File: src/rtl/calcu16_pkg.sv
// Shared calcu16 definitions: loader state encoding, error codes, opcodes and default widths.
package calcu16_pkg;

    localparam int unsigned CALCU16_ADDR_W         = 16;
    localparam int unsigned CALCU16_WORD_W         = 26;
    localparam int unsigned CALCU16_BYTES_PER_WORD = (CALCU16_WORD_W + 7) / 8;

    typedef enum logic [2:0] {
        ST_IDLE   = 3'd0,
        ST_HDR_HI = 3'd1,
        ST_HDR_LO = 3'd2,
        ST_DATA   = 3'd3,
        ST_WRITE  = 3'd4,
        ST_CSUM   = 3'd5,
        ST_DONE   = 3'd6,
        ST_ERR    = 3'd7
    } loader_state_t;

    localparam logic [1:0] ERR_NONE = 2'b00;
    localparam logic [1:0] ERR_PAD  = 2'b01;
    localparam logic [1:0] ERR_CSUM = 2'b10;

    // Opcode field values shared with the core decoder
    localparam logic [4:0] OP_ADD  = 5'h00;
    localparam logic [4:0] OP_SUB  = 5'h01;
    localparam logic [4:0] OP_AND  = 5'h02;
    localparam logic [4:0] OP_OR   = 5'h03;
    localparam logic [4:0] OP_LDI  = 5'h08;
    localparam logic [4:0] OP_JMP  = 5'h10;
    localparam logic [4:0] OP_HALT = 5'h1f;

endpackage

File: src/rtl/calcu16_loader_asm.sv
// Byte-to-word assembler: collects four MSB-first bytes and flags nonzero bits above WORD_W.
module calcu16_loader_asm
    import calcu16_pkg::*;
#(
    parameter int unsigned WORD_W = CALCU16_WORD_W
) (
    input  logic              clk,
    input  logic              rst_n,
    input  logic              clr,
    input  logic              shift_en,
    input  logic [7:0]        in_byte,
    output logic              word_valid_c,
    output logic              pad_err_c,
    output logic [WORD_W-1:0] word_c
);

    logic [1:0]  byte_idx;
    logic [23:0] sr;
    logic [31:0] full;

    // The fourth byte is used as it arrives so the FSM can decide on the same edge
    assign full         = {sr, in_byte};
    assign word_c       = full[WORD_W-1:0];
    assign word_valid_c = shift_en && (byte_idx == 2'd3);
    assign pad_err_c    = (full >> WORD_W) != 32'd0;

    always_ff @(posedge clk or negedge rst_n) begin
        if (!rst_n) begin
            byte_idx <= 2'd0;
            sr       <= 24'd0;
        end else if (clr) begin
            byte_idx <= 2'd0;
            sr       <= 24'd0;
        end else if (shift_en) begin
            byte_idx <= byte_idx + 2'd1;
            sr       <= {sr[15:0], in_byte};
        end
    end

endmodule

File: src/rtl/calcu16_loader.sv
// Runtime program loader for the calcu16 instruction memory; holds the core while loading.
// Optional trailing XOR checksum byte enabled by defining CALCU16_LOADER_CHECKSUM_EN.
module calcu16_loader
    import calcu16_pkg::*;
#(
    parameter int unsigned ADDR_W = CALCU16_ADDR_W,
    parameter int unsigned WORD_W = CALCU16_WORD_W
) (
    input  logic              clk,
    input  logic              rst_n,
    input  logic              start,
    input  logic [7:0]        in_data,
    input  logic              in_valid,
    output logic              in_ready,
    output logic              mem_we,
    output logic [ADDR_W-1:0] mem_addr,
    output logic [WORD_W-1:0] mem_wdata,
    output logic              core_hold,
    output logic              done,
    output logic              err,
    output logic [1:0]        err_code
);

    loader_state_t     state, state_nxt, fin_state;
    logic [ADDR_W-1:0] addr, addr_inc, count, hdr_count;
    logic [7:0]        cnt_hi;
    logic              xfer, start_ok, shift_en, csum_ok;
    logic              word_valid_c, pad_err_c;
    logic [WORD_W-1:0] word_c;

    assign xfer      = in_valid && in_ready;
    assign start_ok  = start && (state == ST_IDLE || state == ST_DONE || state == ST_ERR);
    assign shift_en  = xfer && (state == ST_DATA);
    assign addr_inc  = addr + ADDR_W'(1);
    assign hdr_count = ADDR_W'({cnt_hi, in_data});

`ifdef CALCU16_LOADER_CHECKSUM_EN
    logic [7:0] csum;

    assign fin_state = ST_CSUM;
    assign csum_ok   = (in_data == csum);

    // Running XOR over header and data bytes
    always_ff @(posedge clk or negedge rst_n) begin
        if (!rst_n) begin
            csum <= 8'd0;
        end else if (start_ok) begin
            csum <= 8'd0;
        end else if (xfer && (state == ST_HDR_HI || state == ST_HDR_LO || state == ST_DATA)) begin
            csum <= csum ^ in_data;
        end
    end
`else
    assign fin_state = ST_DONE;
    assign csum_ok   = 1'b0;
`endif

    calcu16_loader_asm #(.WORD_W(WORD_W)) u_asm (
        .clk          (clk),
        .rst_n        (rst_n),
        .clr          (start_ok),
        .shift_en     (shift_en),
        .in_byte      (in_data),
        .word_valid_c (word_valid_c),
        .pad_err_c    (pad_err_c),
        .word_c       (word_c)
    );

    always_comb begin
        state_nxt = state;
        unique case (state)
            ST_IDLE, ST_DONE, ST_ERR: if (start) state_nxt = ST_HDR_HI;
            ST_HDR_HI: if (xfer) state_nxt = ST_HDR_LO;
            ST_HDR_LO: if (xfer) state_nxt = (hdr_count == '0) ? fin_state : ST_DATA;
            ST_DATA:   if (word_valid_c) state_nxt = pad_err_c ? ST_ERR : ST_WRITE;
            ST_WRITE:  state_nxt = (addr_inc == count) ? fin_state : ST_DATA;
`ifdef CALCU16_LOADER_CHECKSUM_EN
            ST_CSUM:   if (xfer) state_nxt = csum_ok ? ST_DONE : ST_ERR;
`endif
            default:   state_nxt = ST_IDLE;
        endcase
    end

    // Outputs are registered from the next state so they line up with it
    always_ff @(posedge clk or negedge rst_n) begin
        if (!rst_n) begin
            state     <= ST_IDLE;
            in_ready  <= 1'b0;
            mem_we    <= 1'b0;
            mem_addr  <= '0;
            mem_wdata <= '0;
            core_hold <= 1'b0;
            done      <= 1'b0;
            err       <= 1'b0;
            err_code  <= ERR_NONE;
            addr      <= '0;
            count     <= '0;
            cnt_hi    <= 8'd0;
        end else begin
            state     <= state_nxt;
            in_ready  <= state_nxt inside {ST_HDR_HI, ST_HDR_LO, ST_DATA, ST_CSUM};
            core_hold <= state_nxt inside {ST_HDR_HI, ST_HDR_LO, ST_DATA, ST_WRITE, ST_CSUM};
            mem_we    <= (state_nxt == ST_WRITE);
            if (start_ok) begin
                done     <= 1'b0;
                err      <= 1'b0;
                err_code <= ERR_NONE;
                addr     <= '0;
            end
            if (xfer && state == ST_HDR_HI) cnt_hi <= in_data;
            if (xfer && state == ST_HDR_LO) count <= hdr_count;
            if (state == ST_DATA && state_nxt == ST_WRITE) begin
                mem_addr  <= addr;
                mem_wdata <= word_c;
            end
            if (state == ST_WRITE) addr <= addr_inc;
            if (state != ST_DONE && state_nxt == ST_DONE) done <= 1'b1;
            if (state != ST_ERR && state_nxt == ST_ERR) begin
                err      <= 1'b1;
                err_code <= (state == ST_DATA) ? ERR_PAD : ERR_CSUM;
            end
        end
    end

endmodule

File: config.mk
export PLATFORM = sky130hd
export DESIGN_NAME = calcu16_loader
export DESIGN_NICKNAME = d
export VERILOG_FILES = /design/src/rtl/calcu16_pkg.sv /design/src/rtl/calcu16_loader_asm.sv /design/src/rtl/calcu16_loader.sv
export SDC_FILE = /design/constraint.sdc
export NUM_CORES = 1
export LEC_CHECK = 0
export CAP_MARGIN = 40
export CORE_UTILIZATION = 55
export DETAILED_ROUTE_END_ITERATION = 8
export GPL_ROUTABILITY_DRIVEN = 0
export PLACE_DENSITY = 0.8
export SYNTH_ARGS = -nofsm -noshare
export SYNTH_HDL_FRONTEND = slang
export SYNTH_SLANG_ARGS = --single-unit
File: constraint.sdc
create_clock -name clk -period 4.93 [get_ports clk]
set_input_delay 0.493 -clock clk [delete_from_list [all_inputs] [get_ports clk]]
set_output_delay 0.493 -clock clk [all_outputs]
set_load 0.1 [all_outputs]
**Yosys cells after proc, flatten, opt, wreduce, memory -nomap -nowiden**

Cells that the tools add are included.

- Register bits: 118
- Output and inout bits: 49
- Word-level logic and storage cells: 74

- $add $sub $neg: 2
- Eq/ne operators: 17
- Mux-type cells: 20
- Reductions and logical operators: 21

Operators by type and width:

| cell | number |
|---|---|
| $mux 24 | 2 |
| $mux 16 | 2 |
| $reduce_bool 32->1 | 1 |
| $eq 3x3->1 const B | 7 |
| $mux 3 | 6 |
| $add 16x1->16 const B | 1 |
| $eq 16x16->1 | 1 |
| $logic_not 16->1 | 1 |
| $pmux 3 s5 | 1 |
| $eq 3x2->1 const B | 4 |
| $mux 2 | 6 |
| $logic_and 1x1->1 | 9 |
| $reduce_bool 2->1 | 4 |
| $eq 3x1->1 const B | 2 |
| $ne 3x3->1 const B | 2 |
| $reduce_bool 5->1 | 1 |
| $reduce_bool 4->1 | 1 |
| $logic_not 3->1 | 1 |
| $mux 1 | 3 |
| $reduce_or 3->1 | 1 |
| $add 2x1->2 const B | 1 |
| $eq 2x2->1 const B | 1 |
| $logic_or 1x1->1 | 2 |

**Depth between registers and ports, before layout**

- Depth in word-level cells: 8
- Gate-level depth with buffers: 7
- Depth with buffers taken out: 7

**Modules after synthesis**

Synthesis repeated with hierarchy kept, for this count alone.

- Cell total of the unflattened synthesis: 542
- Area, all modules: 5744.3 µm²

By module, submodules not included:

| module | times used | cells an instance | area each (µm²) |
|---|---|---|---|
| calcu16_loader | 1 | 427 | 4441.8 |
| calcu16_loader_asm | 1 | 115 | 1302.5 |

**Worst setup path after synthesis**

No wires, ideal clock.

- Kind: register to register
- Start: reg in_ready
- End: reg mem_addr[0]
- Library setup time: 126 ps
- Arrival: 2432 ps
- Data required time: 4804 ps
- Path slack: 2373 ps
- Stages on the path, launching flop included: 7
- Period minus slack after synthesis: 2557 ps
- Path through: dfrtp_1 > and4b_1 > and2_1 > buf_2 > nand3_1 > clkbuf_1 > mux2_2

- Longest elaborated chain between the ends: 7
- Elaborated cells on any way between the ends: 9
- Classes of those cells: eq/ne (1); mux (4); reduce/logical (4)

Ends and longest elaborated chain:

| item | line | text |
|---|---|---|
| start: declaration | calcu16_loader.sv:14 | `output logic in_ready,` |
| start signal: assignment | calcu16_loader.sv:101 | `in_ready <= state_nxt inside {ST_HDR_HI, ST_HDR_LO, ST_DATA, ST_CSUM};` |
| $logic_and 1x1->1 (*) | calcu16_loader.sv:31 | `assign xfer = in_valid && in_ready;` |
| $logic_and 1x1->1 | calcu16_loader.sv:33 | `assign shift_en = xfer && (state == ST_DATA);` |
| $logic_and 1x1->1 | calcu16_loader_asm.sv:24 | `assign word_valid_c = shift_en && (byte_idx == 2'd3);` |
| $mux 3 | calcu16_loader.sv:75 | `ST_DATA: if (word_valid_c) state_nxt = pad_err_c ? ST_ERR : ST_WRITE;` |
| $pmux 3 s5 (*) | calcu16_loader.sv:71 | `unique case (state)` |
| $eq 3x3->1 (*) | calcu16_loader.sv:112 | `if (state == ST_DATA && state_nxt == ST_WRITE) begin` |
| $logic_and 1x1->1 (*) | calcu16_loader.sv:112 |  |
| end signal: assignment | calcu16_loader.sv:113 | `mem_addr <= addr;` |
| end: declaration | calcu16_loader.sv:16 | `output logic [ADDR_W-1:0] mem_addr,` |

Every way passes the cells marked *; elsewhere a longest branch is shown, timed or not.
A chain may end at the register's enable or synchronous reset.

**Worst setup path in the final report**

- Start: reg addr[2]
- End: reg done

- Longest elaborated chain between the ends: 7
- Elaborated cells on any way between the ends: 8
- Classes of those cells: add/sub (1); eq/ne (2); mux (3); reduce/logical (2)

Ends and longest elaborated chain:

| item | line | text |
|---|---|---|
| start: declaration | calcu16_loader.sv:25 | `logic [ADDR_W-1:0] addr, addr_inc, count, hdr_count;` |
| start signal: assignment | calcu16_loader.sv:116 | `if (state == ST_WRITE) addr <= addr_inc;` |
| $add 16x1->16 (*) | calcu16_loader.sv:34 | `assign addr_inc = addr + ADDR_W'(1);` |
| $eq 16x16->1 (*) | calcu16_loader.sv:76 | `ST_WRITE: state_nxt = (addr_inc == count) ? fin_state : ST_DATA;` |
| $mux 3 (*) | calcu16_loader.sv:76 |  |
| $pmux 3 s5 (*) | calcu16_loader.sv:71 |  |
| $eq 3x3->1 (*) | calcu16_loader.sv:117 | `if (state != ST_DONE && state_nxt == ST_DONE) done <= 1'b1;` |
| $logic_and 1x1->1 (*) | calcu16_loader.sv:117 |  |
| $mux 1 / $reduce_bool 2->1 (equally long branches) | - |  |
| end signal: assignment | calcu16_loader.sv:93 | `done <= 1'b0;` |
| end signal: assignment | calcu16_loader.sv:105 | `done <= 1'b0;` |
| end signal: assignment | calcu16_loader.sv:117 |  |
| end: declaration | calcu16_loader.sv:19 | `output logic done,` |

Marked as above.

==> impl_metrics.csv <==
group,metric,value,unit
synth,synth_edf_count,0,
placement,dp_hpwl,8.620,mm
routing,drtIter0Drc,281,
global_routing,antenna_found_initial,0,
global_routing,grt_max_degree,66,
floorplanning,core_area,0.009240,mm^2
critical_path,r2r_cells,6,
clock_tree,cts_sinks,118,
routing,vias,4277,
synth,yosysUniqueCellTypes,45,
sta,tightest_slew,0.9472,ns
clock_tree,clk_latency,0.52,ns
final_layout,final_common_cell,"dfrtp_1",
final_layout,area_growth,38.74,%
synth,seq_area_frac_synth,0.5606,
sta,setup_viol,0,
routing,top_layer_used,"met4",
routing,wl_per_cell,19.53,um
clock_tree,postCtsSetupRepairBufs,0,
clock_tree,cts_buffers,17,
global_routing,grt.total_usage,0.3064,
critical_path,critPathKind,"reg2reg",
sta,skew,0.007405,ns
floorplanning,fp.dieArea,0.009973,mm^2
critical_path,cp-end-kind,"flip-flop",
routing,wl_met2,7.188,mm
sta,fin_crit,2.898,ns
synth,synth.cell_area,0.005268,mm^2
clock_tree,cts_root_buffer,"clkbuf_8",
routing,avgViaCountPerCell,5.932,
final_layout,fillers,497,
final_layout,regArea,0.002953,mm^2
sta,setup_ws,2.032,ns
synth,avgSynthCellArea,11.21,um^2
floorplanning,die_h,99.87,um
synth,synthCells,470,
sta,tns,0,ns
routing,dr.pass1.iters,5,
floorplanning,die_x,99.87,um
final_layout,drive_gt1_frac,0.2703,
routing,wl_met3,725,um
critical_path,start_kind,"flip-flop",
global_routing,global_route.overflow_total,0,
sta,max-slew-margin-rel,0.3662,
clock_tree,h-tree-depth,4,
sta,fmax,0.3451,GHz
clock_tree,cts-resized-gates,0,
final_layout,final_net_count,593,
clock_tree,cts.path.max_buffers,2,
synth,synth.net_count,484,
placement,place_ws,1.762,ns
final_layout,design_area,0.007308,mm^2
clock_tree,cts_tree,"done",
synth,yosysWarnings,0,
outcome,status,"finished clean",
sta,hold_viol,0,
critical_path,crit_required,5.38,ns
sta,rsz0062_at_grt,"false",
clock_tree,hold_buffers,0,
critical_path,crit_fanout,11,
sta,slew_violations,0,
sta,whs,0.01128,ns
clock_tree,path_clk_slew,0.06,ns
synth,synth-main-ff-cell,"dfrtp_1",
routing,drc,0,
floorplanning,ios,61,
final_layout,multiInputGateArea,0.002208,mm^2
sta,fin_crit_sh,0.5877,
routing,ant_nets,0,
worst_hold_path,hold_class,"in2async",
critical_path,crit_arrival,3.35,ns
final_layout,n_antenna_cell,0,
synth,async_flop_share,1.000,
synth,synth-seq-cells,118,
global_routing,grt_pass1_vias,4329,
placement,portBuffers,60,
floorplanning,fp-row-count,35,
final_layout,layout_common_cells,"dfrtp_1 (118), nand2_1 (77), mux2_2 (64)",
routing,drt-total-wl,14.08,mm
run,cap_violations,0,
floorplanning,start_util,0.5701,
global_routing,grt_pass1_wl,22.87,mm
routing,met1_length,5.739,mm
placement,placed_area,0.006706,mm^2
-- critical path, stage by stage (launching register included) --
cell     delay [ns]
dfrtp_1        0.61
nand3_1        0.36
nor4_1         0.80
xnor2_1        0.20
nand4_1        0.18
nor4_4         0.43
a221o_1        0.25
-- cell families after synthesis --
| logic type | count (synthesis) | share of synthesized area |
|---|---|---|
| buffers and inverters | 28 | 0.02114 |
| xor gates and xnor gates | 25 | 0.04157 |
| AOI/OAI and AO/OA | 75 | 0.08242 |
| muxes | 66 | 0.1409 |
| and+or+nand+nor | 156 | 0.1487 |
| DFF | 118 | 0.5606 |
| adders and majority gates | 2 | 0.004750 |
-- metrics by stage --
stage	cells	utilization
after floorplan	470	-
after global placement	638	0.6448
after detailed placement	687	0.7258
after CTS	719	0.7885
after global routing	721	0.7909
final	721	0.7909
-- per-layer routing --
| metal | track usage | vias to the layer above |
|---|---|---|
| li1 | - | 1862 |
| met1 | 0.3905 | 2160 |
| met2 | 0.4992 | 211 |
| met3 | 0.07103 | 44 |
| met4 | 0.1437 | 0 |
| met5 | 0 | - |
-- synthesized netlist by cell type, types with 2 or more instances --
cell type | n | share of area
nor4_4 | 2 | 0.0081
xor2_1 | 10 | 0.017
nand4_1 | 5 | 0.0059
a211oi_1 | 3 | 0.0043
xnor2_1 | 15 | 0.025
nand2_1 | 77 | 0.055
nand2b_1 | 3 | 0.0036
or3_1 | 2 | 0.0024
and3_1 | 3 | 0.0036
a21oi_1 | 27 | 0.026
nor3_1 | 2 | 0.0019
o21ai_0 | 26 | 0.025
clkbuf_1 | 16 | 0.011
ha_1 | 2 | 0.0047
nand3_1 | 13 | 0.012
buf_2 | 5 | 0.0047
o221ai_1 | 2 | 0.0033
and2_1 | 5 | 0.0059
mux2_2 | 64 | 0.14
nor4_1 | 8 | 0.0095
nor2_1 | 26 | 0.019
o211ai_1 | 3 | 0.0043
a21o_1 | 3 | 0.0043
buf_1 | 3 | 0.0021
o31ai_1 | 4 | 0.0057
inv_1 | 4 | 0.0028
nor2b_1 | 2 | 0.0024
dfrtp_1 | 118 | 0.56
-- flip-flops by register name (all words and copies together) (netlist names) --
register and flops:
cnt_hi 8, state 3, mem_wdata 26, mem_we 1, done 1, count 16
mem_addr 16, err_code 2, u_asm.byte_idx 2, err 1, u_asm.sr 24, addr 16
core_hold 1, in_ready 1
-- final cells by class --
type                            count  area share
Clock inverter                     14     0.02072
Sequential cell                   118      0.4040
Inverter                            4    0.002054
Clock buffer                       18     0.05855
Tap cell                          129     0.02209
Multi-Input combinational cell    324      0.3022
Timing Repair Buffer              114      0.1904
-- path summary, 6_finish.rpt --
| path | startpoint | to | slack (ns) |
|---|---|---|---|
| setup / recovery | addr[2] | done | 2.03 |
| hold / removal | rst_n | u_asm.sr[22] | 0.01 |
| setup reg to reg | addr[2] | done | 2.03 |
| hold reg to reg | err_code[0] | err_code[0] | 0.48 |
| max in group asynchronous | rst_n | addr[10] | 3.68 |
| min in group clk | err_code[0] | err_code[0] | 0.48 |
Power is left out: the tool's default activity adds up to more than one toggle a clock period on the data nets, which glitch-free logic cannot reach.
